## src/rtl/pc_fetch.sv

```systemverilog
// Instruction fetch stage: IDLE/REQ/WAIT/HOLD handshake between instruction memory and decode.
// Optional build macro FETCH_TIMEOUT_EN adds a WAIT watchdog that re-issues the fetch and sets a sticky fetch_err.
module pc_fetch (
  input  logic        clk,
  input  logic        rst_n,
  input  logic [31:0] dnpc,
  output logic        imem_req,
  output logic [31:0] imem_addr,
  input  logic        imem_ready,
  input  logic        imem_rvalid,
  input  logic [31:0] imem_rdata,
  output logic [31:0] pc,
  output logic [31:0] inst,
  output logic        inst_valid,
  input  logic        inst_ready,
  output logic        fetch_err
);

  typedef enum logic [1:0] {
    S_IDLE = 2'd0,
    S_REQ  = 2'd1,
    S_WAIT = 2'd2,
    S_HOLD = 2'd3
  } state_t;

  state_t      r_state;
  state_t      w_state_next;
  logic [31:0] r_pc;
  logic [31:0] r_inst;
  logic        w_latch;
  logic        w_retire;
  logic        w_timeout;

  always_comb begin
    w_state_next = r_state;
    w_latch      = 1'b0;
    w_retire     = 1'b0;
    case (r_state)
      S_IDLE: w_state_next = S_REQ;
      S_REQ: begin
        if (imem_ready) w_state_next = S_WAIT;
      end
      S_WAIT: begin
        if (imem_rvalid) begin
          w_state_next = S_HOLD;
          w_latch      = 1'b1;
        end else if (w_timeout) begin
          w_state_next = S_REQ;
        end
      end
      S_HOLD: begin
        if (inst_ready) begin
          w_state_next = S_REQ;
          w_retire     = 1'b1;
        end
      end
      default: w_state_next = S_IDLE;
    endcase
  end

  always_ff @(posedge clk or negedge rst_n) begin
    if (!rst_n) begin
      r_state <= S_IDLE;
      r_pc    <= 32'h0000_0000;
      r_inst  <= 32'h0000_0000;
    end else begin
      r_state <= w_state_next;
      if (w_latch)  r_inst <= imem_rdata;
      // Low bits of the next PC are dropped so every fetch stays word aligned.
      if (w_retire) r_pc   <= dnpc & 32'hFFFF_FFFC;
    end
  end

`ifdef FETCH_TIMEOUT_EN
  logic [7:0] r_tmo_cnt;
  logic       r_fetch_err;

  // Fires on the WAIT cycle that would bring the counter to 255.
  assign w_timeout = (r_state == S_WAIT) && !imem_rvalid && (r_tmo_cnt == 8'd254);

  always_ff @(posedge clk or negedge rst_n) begin
    if (!rst_n) begin
      r_tmo_cnt   <= 8'd0;
      r_fetch_err <= 1'b0;
    end else begin
      if (r_state != S_WAIT)  r_tmo_cnt <= 8'd0;
      else if (!imem_rvalid)  r_tmo_cnt <= r_tmo_cnt + 8'd1;
      if (w_timeout)          r_fetch_err <= 1'b1;
    end
  end

  assign fetch_err = r_fetch_err;
`else
  assign w_timeout = 1'b0;
  assign fetch_err = 1'b0;
`endif

  assign imem_req   = (r_state == S_REQ);
  assign inst_valid = (r_state == S_HOLD);
  assign imem_addr  = r_pc & 32'hFFFF_FFFC;
  assign pc         = r_pc;
  assign inst       = r_inst;

endmodule

```

## config.mk

```make
export PLATFORM = sky130hd
export DESIGN_NAME = pc_fetch
export DESIGN_NICKNAME = d
export VERILOG_FILES = /design/src/rtl/pc_fetch.sv
export SDC_FILE = /design/constraint.sdc
export NUM_CORES = 1
export LEC_CHECK = 0
export ABC_CLOCK_PERIOD_IN_PS = 1850
export CAP_MARGIN = 20
export CORE_ASPECT_RATIO = 1.5
export CORE_MARGIN = 4
export CORE_UTILIZATION = 38
export CTS_BUF_LIST = sky130_fd_sc_hd__clkbuf_8
export DETAILED_ROUTE_END_ITERATION = 10
export PLACE_DENSITY = 0.91
export SLEW_MARGIN = 20
export SYNTH_ARGS = -nofsm -noshare
export SYNTH_HDL_FRONTEND = slang
export SYNTH_SLANG_ARGS = --single-unit
```

## constraint.sdc

```tcl
create_clock -name clk -period 1.85 [get_ports clk]
set_input_delay 0.555 -clock clk [delete_from_list [all_inputs] [get_ports clk]]
set_output_delay 0.555 -clock clk [all_outputs]
set_load 0.1 [all_outputs]
```

==> results of run 1 <==
[worst max-delay path, stage by stage, from the launching register on]
cell and delay [ps]:
dfrtp_1 460, ha_2 270, buf_12 180
[synthesized netlist by cell type]
cell type,number,area share
a222oi_1,1,0.0037
inv_1,5,0.0069
dfrtp_1,64,0.59
conb_1,1,0.0014
buf_2,6,0.011
buf_4,35,0.097
mux2i_1,2,0.0074
nand2_1,2,0.0028
mux2_2,62,0.26
ha_1,4,0.019
[layout make-up]
cell class	instances	area (um2)	area share
Clock buffer	11	151	0.0282
Clock inverter	5	23.8	0.00443
Inverter	5	18.8	0.00350
Multi-Input combinational cell	76	820	0.153
Sequential cell	64	1640	0.306
Tap cell	78	97.6	0.0182
Timing Repair Buffer	165	2610	0.487
[what timing repair did]
item	CTS	global route
endpoints found under the hold margin	0	0
endpoints found under the setup margin	0	1
gates resized for setup	0	1
[cells by family (layout without fill, tap and decap cells)]
family,after synthesis,after routing,share of synthesized area
buffers and inverters,46,186,0.115
other,1,5,0.00139
DFF,64,64,0.593
adders and majority gates,4,4,0.0185
AOI/OAI and AO/OA,1,1,0.00370
muxes,64,64,0.266
and+or+nand+nor,2,2,0.00278
[through the flow]
step	setup WS [ps]	setup TNS [ps]	hold WS (ps)	std cells	utilization
after floorplan	201	0	259	186	-
after global placement	35.3	0	554	388	0.751
after detailed placement	-33.0	-61.3	561	388	0.751
after CTS	2.99	0	222	404	0.776
after global routing	0.801	0	232	404	0.777
final	49.9	0	220	404	0.777
[per-layer routing]
| layer | track usage | vias to the layer above |
|---|---|---|
| met4 | 0.0774 | 0 |
| met3 | 0.0561 | 12 |
| met2 | 0.387 | 92 |
| met5 | 0 | - |
| met1 | 0.165 | 964 |
| li1 | - | 849 |
[flip-flops by register name, indices dropped and copies added (netlist names)]
name     flops
inst        32
pc          30
r_state      2
[how the worst min path moves through the flow]
| stage | start | endpoint | slack, ps | cells past startpoint |
|---|---|---|---|---|
| floorplan | rst_n | inst[0] | 260 | 0 |
| global placement | inst[9] | inst[9] | 550 | 1 |
| global route | rst_n | pc[30] | 230 | 2 |
| CTS | rst_n | pc[28] | 220 | 2 |
| finish | rst_n | pc[30] | 220 | 2 |
| detailed placement | inst[23] | inst[23] | 560 | 1 |
==> results.yml, run 1 <==
worst_setup_path:
  r2r_setup_slack_ps: 230
  crit_end: "inst_valid"
  worstReg2RegStart: "r_state[0]"
  reg2reg_depth: 5
  worst_setup_path_end_kind: "primary output"
  crit_path_start_kind: "flip-flop"
  worstPathArrival_ps: 1250
  required_ps: 1290
  path_max_fanout: 4
  worstReg2RegEnd: "inst[21]"
  critPathKind: "flip-flop to primary output"
  crit_path_start: "r_state[0]"
routing:
  routed-wl-met3_um: 505
  drt_iter0_drc: 73
  antenna_left: 0
  vias: 1917
  met2_length_um: 4910
  topRoutingLayerUsed: "met4"
  first_pass_iters: 4
  drt-met1-wl_um: 2340
  wl_um: 7920
  drc: 0
  vias_per_cell: 4.75
  wl_per_cell_um: 19.6
global_route:
  first_global_vias: 2193
  antenna_found_initial: 0
  grt_start_max_net_pins: 65
  grt_overflow_total: 0
  track_usage: 0.190
  grt_first_pass_wirelength_um: 12200
timing:
  finClkSkew_ps: 9.07
  hold_viol: 0
  maxSlewViolCount: 0
  max_freq_mhz: 556
  setup_violations: 0
  period_needed_ps: 1800
  rsz0062_at_grt: "no"
  period_share: 0.973
clocking:
  cts_buffer_depth: 2
  cts_hold_buf: 0
  clk_pin_slew_ps: 70
  htree_num_levels: 3
  clock-sinks: 64
  worstSkewPairLatency_ps: 340
  cts_buffers: 9
  post_cts_buffers: 0
  cts_tree: "done"
  root_buffer: "clkbuf_8"
synthesis:
  syn_inst: 182
  synth_warnings: 0
  synth_seq_cells: 64
  syn_area_mm2: 0.00270
  synthDistinctLibCells: 10
  syn_avg_cell_area_um2: 14.8
  ys_seq_area_frac: 0.593
placement:
  place_area_mm2: 0.00518
  dpl.hpwl_um: 6460
  gp_congestion: 0.656
  port_buffers: 160
floorplan:
  ioPinCount: 168
  fp.coreArea_mm2: 0.00690
  die_area_mm2: 0.00855
  start_util: 0.392
  std_cell_rows: 37
  die_h_um: 111
  die_w_um: 76.9
run:
  max_cap_viol_count: 0
hold_path:
  min_path_type: "input port to asynchronous set/reset pin"
layout:
  final_nets: 394
  syn2layout_area_growth_pct: 98.4
  nFillCells: 380
  final_common_cell: "buf_12"
  fin_area_mm2: 0.00536
  drive_above_1_share: 0.641
  mostFrequentLayoutCells: "buf_12 (97), clkdlybuf4s50_1 (65), mux2_2 (62)"
  antenna_cells: 0
status:
  status: "complete, no violations"
Power of run 1 is not shown: default switching activity piles up to over one toggle a cycle in this logic, so the estimate is an artifact.
==> inputs of run 2 (changes only) <==
--- a/config.mk
+++ b/config.mk
@@ -7,12 +7,14 @@
 export LEC_CHECK = 0
 export ABC_CLOCK_PERIOD_IN_PS = 1850
 export CAP_MARGIN = 20
+export CELL_PAD_IN_SITES_DETAIL_PLACEMENT = 1
+export CELL_PAD_IN_SITES_GLOBAL_PLACEMENT = 1
 export CORE_ASPECT_RATIO = 1.5
 export CORE_MARGIN = 4
-export CORE_UTILIZATION = 38
+export CORE_UTILIZATION = 29
 export CTS_BUF_LIST = sky130_fd_sc_hd__clkbuf_8
 export DETAILED_ROUTE_END_ITERATION = 10
-export PLACE_DENSITY = 0.91
+export PLACE_DENSITY = 0.92
 export SLEW_MARGIN = 20
 export SYNTH_ARGS = -nofsm -noshare
 export SYNTH_HDL_FRONTEND = slang
==> run 2 against run 1 <==
Net effect:
- via count increased by 0.42%
- routed wire length increased by 6.7%
- die area rose by 28%
- core utilization decreased by 17 points
- worst hold slack lost 11 ps
- register-to-register slack better by 30 ps
- non-clock buffer count up 1
- critical path type unchanged
- design area rose by 1.5%
- fmax up 1.9%
==> results.yml, run 2 (same netlist as run 1, synthesis figures left out) <==
status:
  status: "complete, no violations"
floorplan:
  die_w_um: 86.8
  start_util: 0.301
  die_area_mm2: 0.0110
  die_h_um: 126
  ioPinCount: 168
  std_cell_rows: 42
  fp.coreArea_mm2: 0.00899
routing:
  wl_um: 8450
  vias_per_cell: 4.41
  wl_per_cell_um: 19.3
  met2_length_um: 5210
  routed-wl-met3_um: 643
  topRoutingLayerUsed: "met4"
  vias: 1925
  drt-met1-wl_um: 2320
  antenna_left: 0
  first_pass_iters: 4
  drc: 0
  drt_iter0_drc: 53
layout:
  antenna_cells: 0
  final_nets: 395
  largest_reg_flops: 32
  syn2layout_area_growth_pct: 101
  final_cells: 437
  mostFrequentLayoutCells: "buf_12 (98), clkdlybuf4s50_1 (65), mux2_2 (62)"
  nFillCells: 783
  final_common_cell: "buf_12"
  drive_above_1_share: 0.639
worst_setup_path:
  worst_setup_path_end_kind: "primary output"
  required_ps: 1290
  crit_path_start_kind: "flip-flop"
  path_max_fanout: 3
  worst_path_max_delay_cell: "dfrtp_1"
  worstPathArrival_ps: 1210
  worst-path-buf-inv: 2
  critical_path.top_delay_family: "flip-flops"
  critPathKind: "flip-flop to primary output"
  cp_cell_sequence: "inv_2 > ha_2 > buf_12"
  cpPeakStageDelay_ps: 410
clocking:
  ctsResizeCount: 0
  post_cts_buffers: 0
  cts_buffers: 9
  root_buffer: "clkbuf_8"
  clk_pin_slew_ps: 70
  cts_buffer_depth: 2
  htree_num_levels: 3
  cts_tree: "done"
  cts_hold_buf: 0
  clock-sinks: 64
  worstSkewPairLatency_ps: 340
global_route:
  grt_first_pass_wirelength_um: 13000
  track_usage: 0.163
  grt_overflow_total: 0
  grt_start_max_net_pins: 65
  first_global_vias: 2310
  antenna_found_initial: 0
placement:
  dp_cells: 421
  port_buffers: 160
  gp_congestion: 0.700
  dpl.hpwl_um: 7030
  post-place-ws_ps: -64.5
timing:
  hold_slack_ps: 209
  worst_slack_ps: 84.2
  period_share: 0.955
  max_freq_mhz: 566
  maxSlewViolCount: 0
  setup_violations: 0
  rsz0062_at_grt: "no"
  hold_viol: 0
  finClkSkew_ps: 12.8
  period_needed_ps: 1770
hold_path:
  min_path_type: "input port to asynchronous set/reset pin"
run:
  max_cap_viol_count: 0
-- run 2: cell count changes in the layout (fill, tap and decap cells not counted), sizes merged --
cell,change
buf,+1
bufinv,+2
clkbuf,-2
clkinv,-2
inv,+2
-- run 2: worst paths after layout --
kind                       startpoint  endpoint  slack (ps)  cells past startpoint
max                        r_state[1]  imem_req          80                      3
min                             rst_n     pc[6]         210                      2
max reg2reg                r_state[0]   inst[4]         260                      5
min reg2reg                  inst[15]  inst[15]         570                      1
max in group asynchronous       rst_n    pc[24]        1300                      2
min in group clk             inst[15]  inst[15]         570                      1
-- run 2: area by class of cell --
class                      count  area, um2  area share
tap                          110        138      0.0253
inverter                       5       18.8     0.00345
sequential                    64       1640       0.301
multi-input combinational     76        810       0.149
clock buffer                   9        124      0.0228
clock inverter                 7       81.3      0.0149
timing repair buffer         166       2630       0.484
-- run 2: layer usage --
layer / track usage / up-vias
met3: 0.0556 / 17
met1: 0.135 / 950
met5: 0 / -
met2: 0.321 / 105
li1: - / 853
met4: 0.0817 / 0
-- run 2: per-stage QoR --
stage / instance area, um2 / setup TNS [ps] / utilization
2_1_floorplan: 2760 / 0 / -
3_3_place_gp: 5240 / -127 / 0.583
3_5_place_dp: 5240 / -407 / 0.583
4_1_cts: 5440 / 0 / 0.606
5_1_grt: 5440 / 0 / 0.606
6_report: 5440 / 0 / 0.606
Power of run 2 is left out for the same reason.
==> inputs of run 3 (changes only) <==
--- a/config.mk
+++ b/config.mk
@@ -8,13 +8,13 @@
 export ABC_CLOCK_PERIOD_IN_PS = 1850
 export CAP_MARGIN = 20
 export CELL_PAD_IN_SITES_DETAIL_PLACEMENT = 1
-export CELL_PAD_IN_SITES_GLOBAL_PLACEMENT = 1
+export CELL_PAD_IN_SITES_GLOBAL_PLACEMENT = 2
 export CORE_ASPECT_RATIO = 1.5
 export CORE_MARGIN = 4
-export CORE_UTILIZATION = 29
+export CORE_UTILIZATION = 23
 export CTS_BUF_LIST = sky130_fd_sc_hd__clkbuf_8
 export DETAILED_ROUTE_END_ITERATION = 10
-export PLACE_DENSITY = 0.92
+export PLACE_DENSITY = 0.81
 export SLEW_MARGIN = 20
 export SYNTH_ARGS = -nofsm -noshare
 export SYNTH_HDL_FRONTEND = slang
==> run 3 against run 2 <==
Net effect:
- core utilization fell by 13 points
- clock skew down 1.9 ps
- register-to-register slack improved by 60 ps
- sequential share of layout area shrank 0.32 points
- critical path depth down 1
- count of clock-buffer cells in the layout grew 2
- first-iteration DRC count shrank 40%
- worst hold slack better by 6.3 ps
- critical endpoint is now inst_valid
==> results.yml, run 3 (same netlist as run 1, synthesis figures left out) <==
worst_setup_path:
  worst_setup_path_end_kind: "primary output"
  critical_path.top_delay_family: "flip-flops"
  path_depth: 2
  worstReg2RegStart: "r_state[0]"
  worstPathArrival_ps: 1190
  worst_path_max_delay_cell: "dfrtp_2"
  required_ps: 1290
  r2r_setup_slack_ps: 320
  critPathKind: "flip-flop to primary output"
  cpPeakStageDelay_ps: 420
  worstReg2RegEnd: "inst[12]"
  path_max_fanout: 4
  crit_path_start_kind: "flip-flop"
  worst-path-buf-inv: 1
  reg2reg_depth: 5
  cp_cell_sequence: "ha_2 > buf_12"
global_route:
  grt_overflow_total: 0
  grt_start_max_net_pins: 65
  first_global_vias: 2221
  grt_first_pass_wirelength_um: 12700
  antenna_found_initial: 0
  track_usage: 0.126
timing:
  maxSlewViolCount: 0
  setup_violations: 0
  max_freq_mhz: 571
  rsz0062_at_grt: "no"
  period_share: 0.946
  finClkSkew_ps: 10.9
  period_needed_ps: 1750
  hold_viol: 0
routing:
  wl_um: 8250
  drc: 0
  antenna_left: 0
  vias_per_cell: 4.01
  drt_iter0_drc: 32
  wl_per_cell_um: 17.3
  vias: 1913
  first_pass_iters: 2
layout:
  final_nets: 395
  drive_above_1_share: 0.651
  final_cells: 477
  largest_reg_flops: 32
  final_common_cell: "buf_12"
  mostFrequentLayoutCells: "buf_12 (98), clkdlybuf4s50_1 (65), mux2_2 (62)"
  antenna_cells: 0
  syn2layout_area_growth_pct: 104
hold_path:
  min_path_type: "input port to asynchronous set/reset pin"
placement:
  dp_cells: 461
  gp_congestion: 0.678
  dpl.hpwl_um: 6720
  port_buffers: 160
floorplan:
  start_util: 0.234
  die_w_um: 96.5
  ioPinCount: 168
  std_cell_rows: 48
  die_area_mm2: 0.0136
  die_h_um: 141
  fp.coreArea_mm2: 0.0115
clocking:
  ctsResizeCount: 1
  cts_hold_buf: 0
  cts_buffer_depth: 2
  htree_num_levels: 3
  clock-sinks: 64
  clk_pin_slew_ps: 80
  root_buffer: "clkbuf_8"
  post_cts_buffers: 0
  worstSkewPairLatency_ps: 340
  cts_tree: "done"
  cts_buffers: 9
run:
  max_cap_viol_count: 0
status:
  status: "complete, no violations"
run 3: metrics by stage:
step / setup TNS (ps) / setup WS [ps] / utilization / cell area [um2] / hold slack (ps)
after CTS: 0 / 1.85 / 0.477 / 5500 / 214
after global placement: 0 / 31.2 / 0.459 / 5290 / 555
after floorplan: 0 / 201 / - / 2760 / 259
after global routing: 0 / 30.0 / 0.477 / 5510 / 229
final: 0 / 100 / 0.477 / 5510 / 215
after detailed placement: -105 / -52.7 / 0.459 / 5290 / 564
run 3: worst max path at each step:
| stage | startpoint | to | slack (ps) |
|---|---|---|---|
| 6_report | r_state[0] | inst_valid | 100 |
| 3_5_place_dp | imem_rvalid | r_state[0] | -50 |
| 4_1_cts | r_state[0] | inst_valid | 2 |
| 2_1_floorplan | r_state[0] | pc[10] | 200 |
| 5_1_grt | r_state[1] | inst_valid | 30 |
| 3_3_place_gp | imem_rvalid | r_state[1] | 30 |
run 3: metal layers:
metal  GRT usage  vias to the layer above  part of all wire
met4      0.0547                        0             0.017
met3      0.0491                        8             0.096
li1            -                      853                 -
met1       0.116                      962              0.29
met2       0.235                       90              0.60
met5           0                        -                 0
run 3: area by class of cell:
| type | count | area [um2] |
|---|---|---|
| clock inverter | 5 | 55.1 |
| timing repair buffer | 166 | 2630 |
| clock buffer | 11 | 151 |
| multi-input combinational | 76 | 820 |
| sequential | 64 | 1640 |
| fill | 1131 | 6030 |
| tap | 150 | 188 |
| inverter | 5 | 18.8 |
Power of run 3 is left out for the same reason.
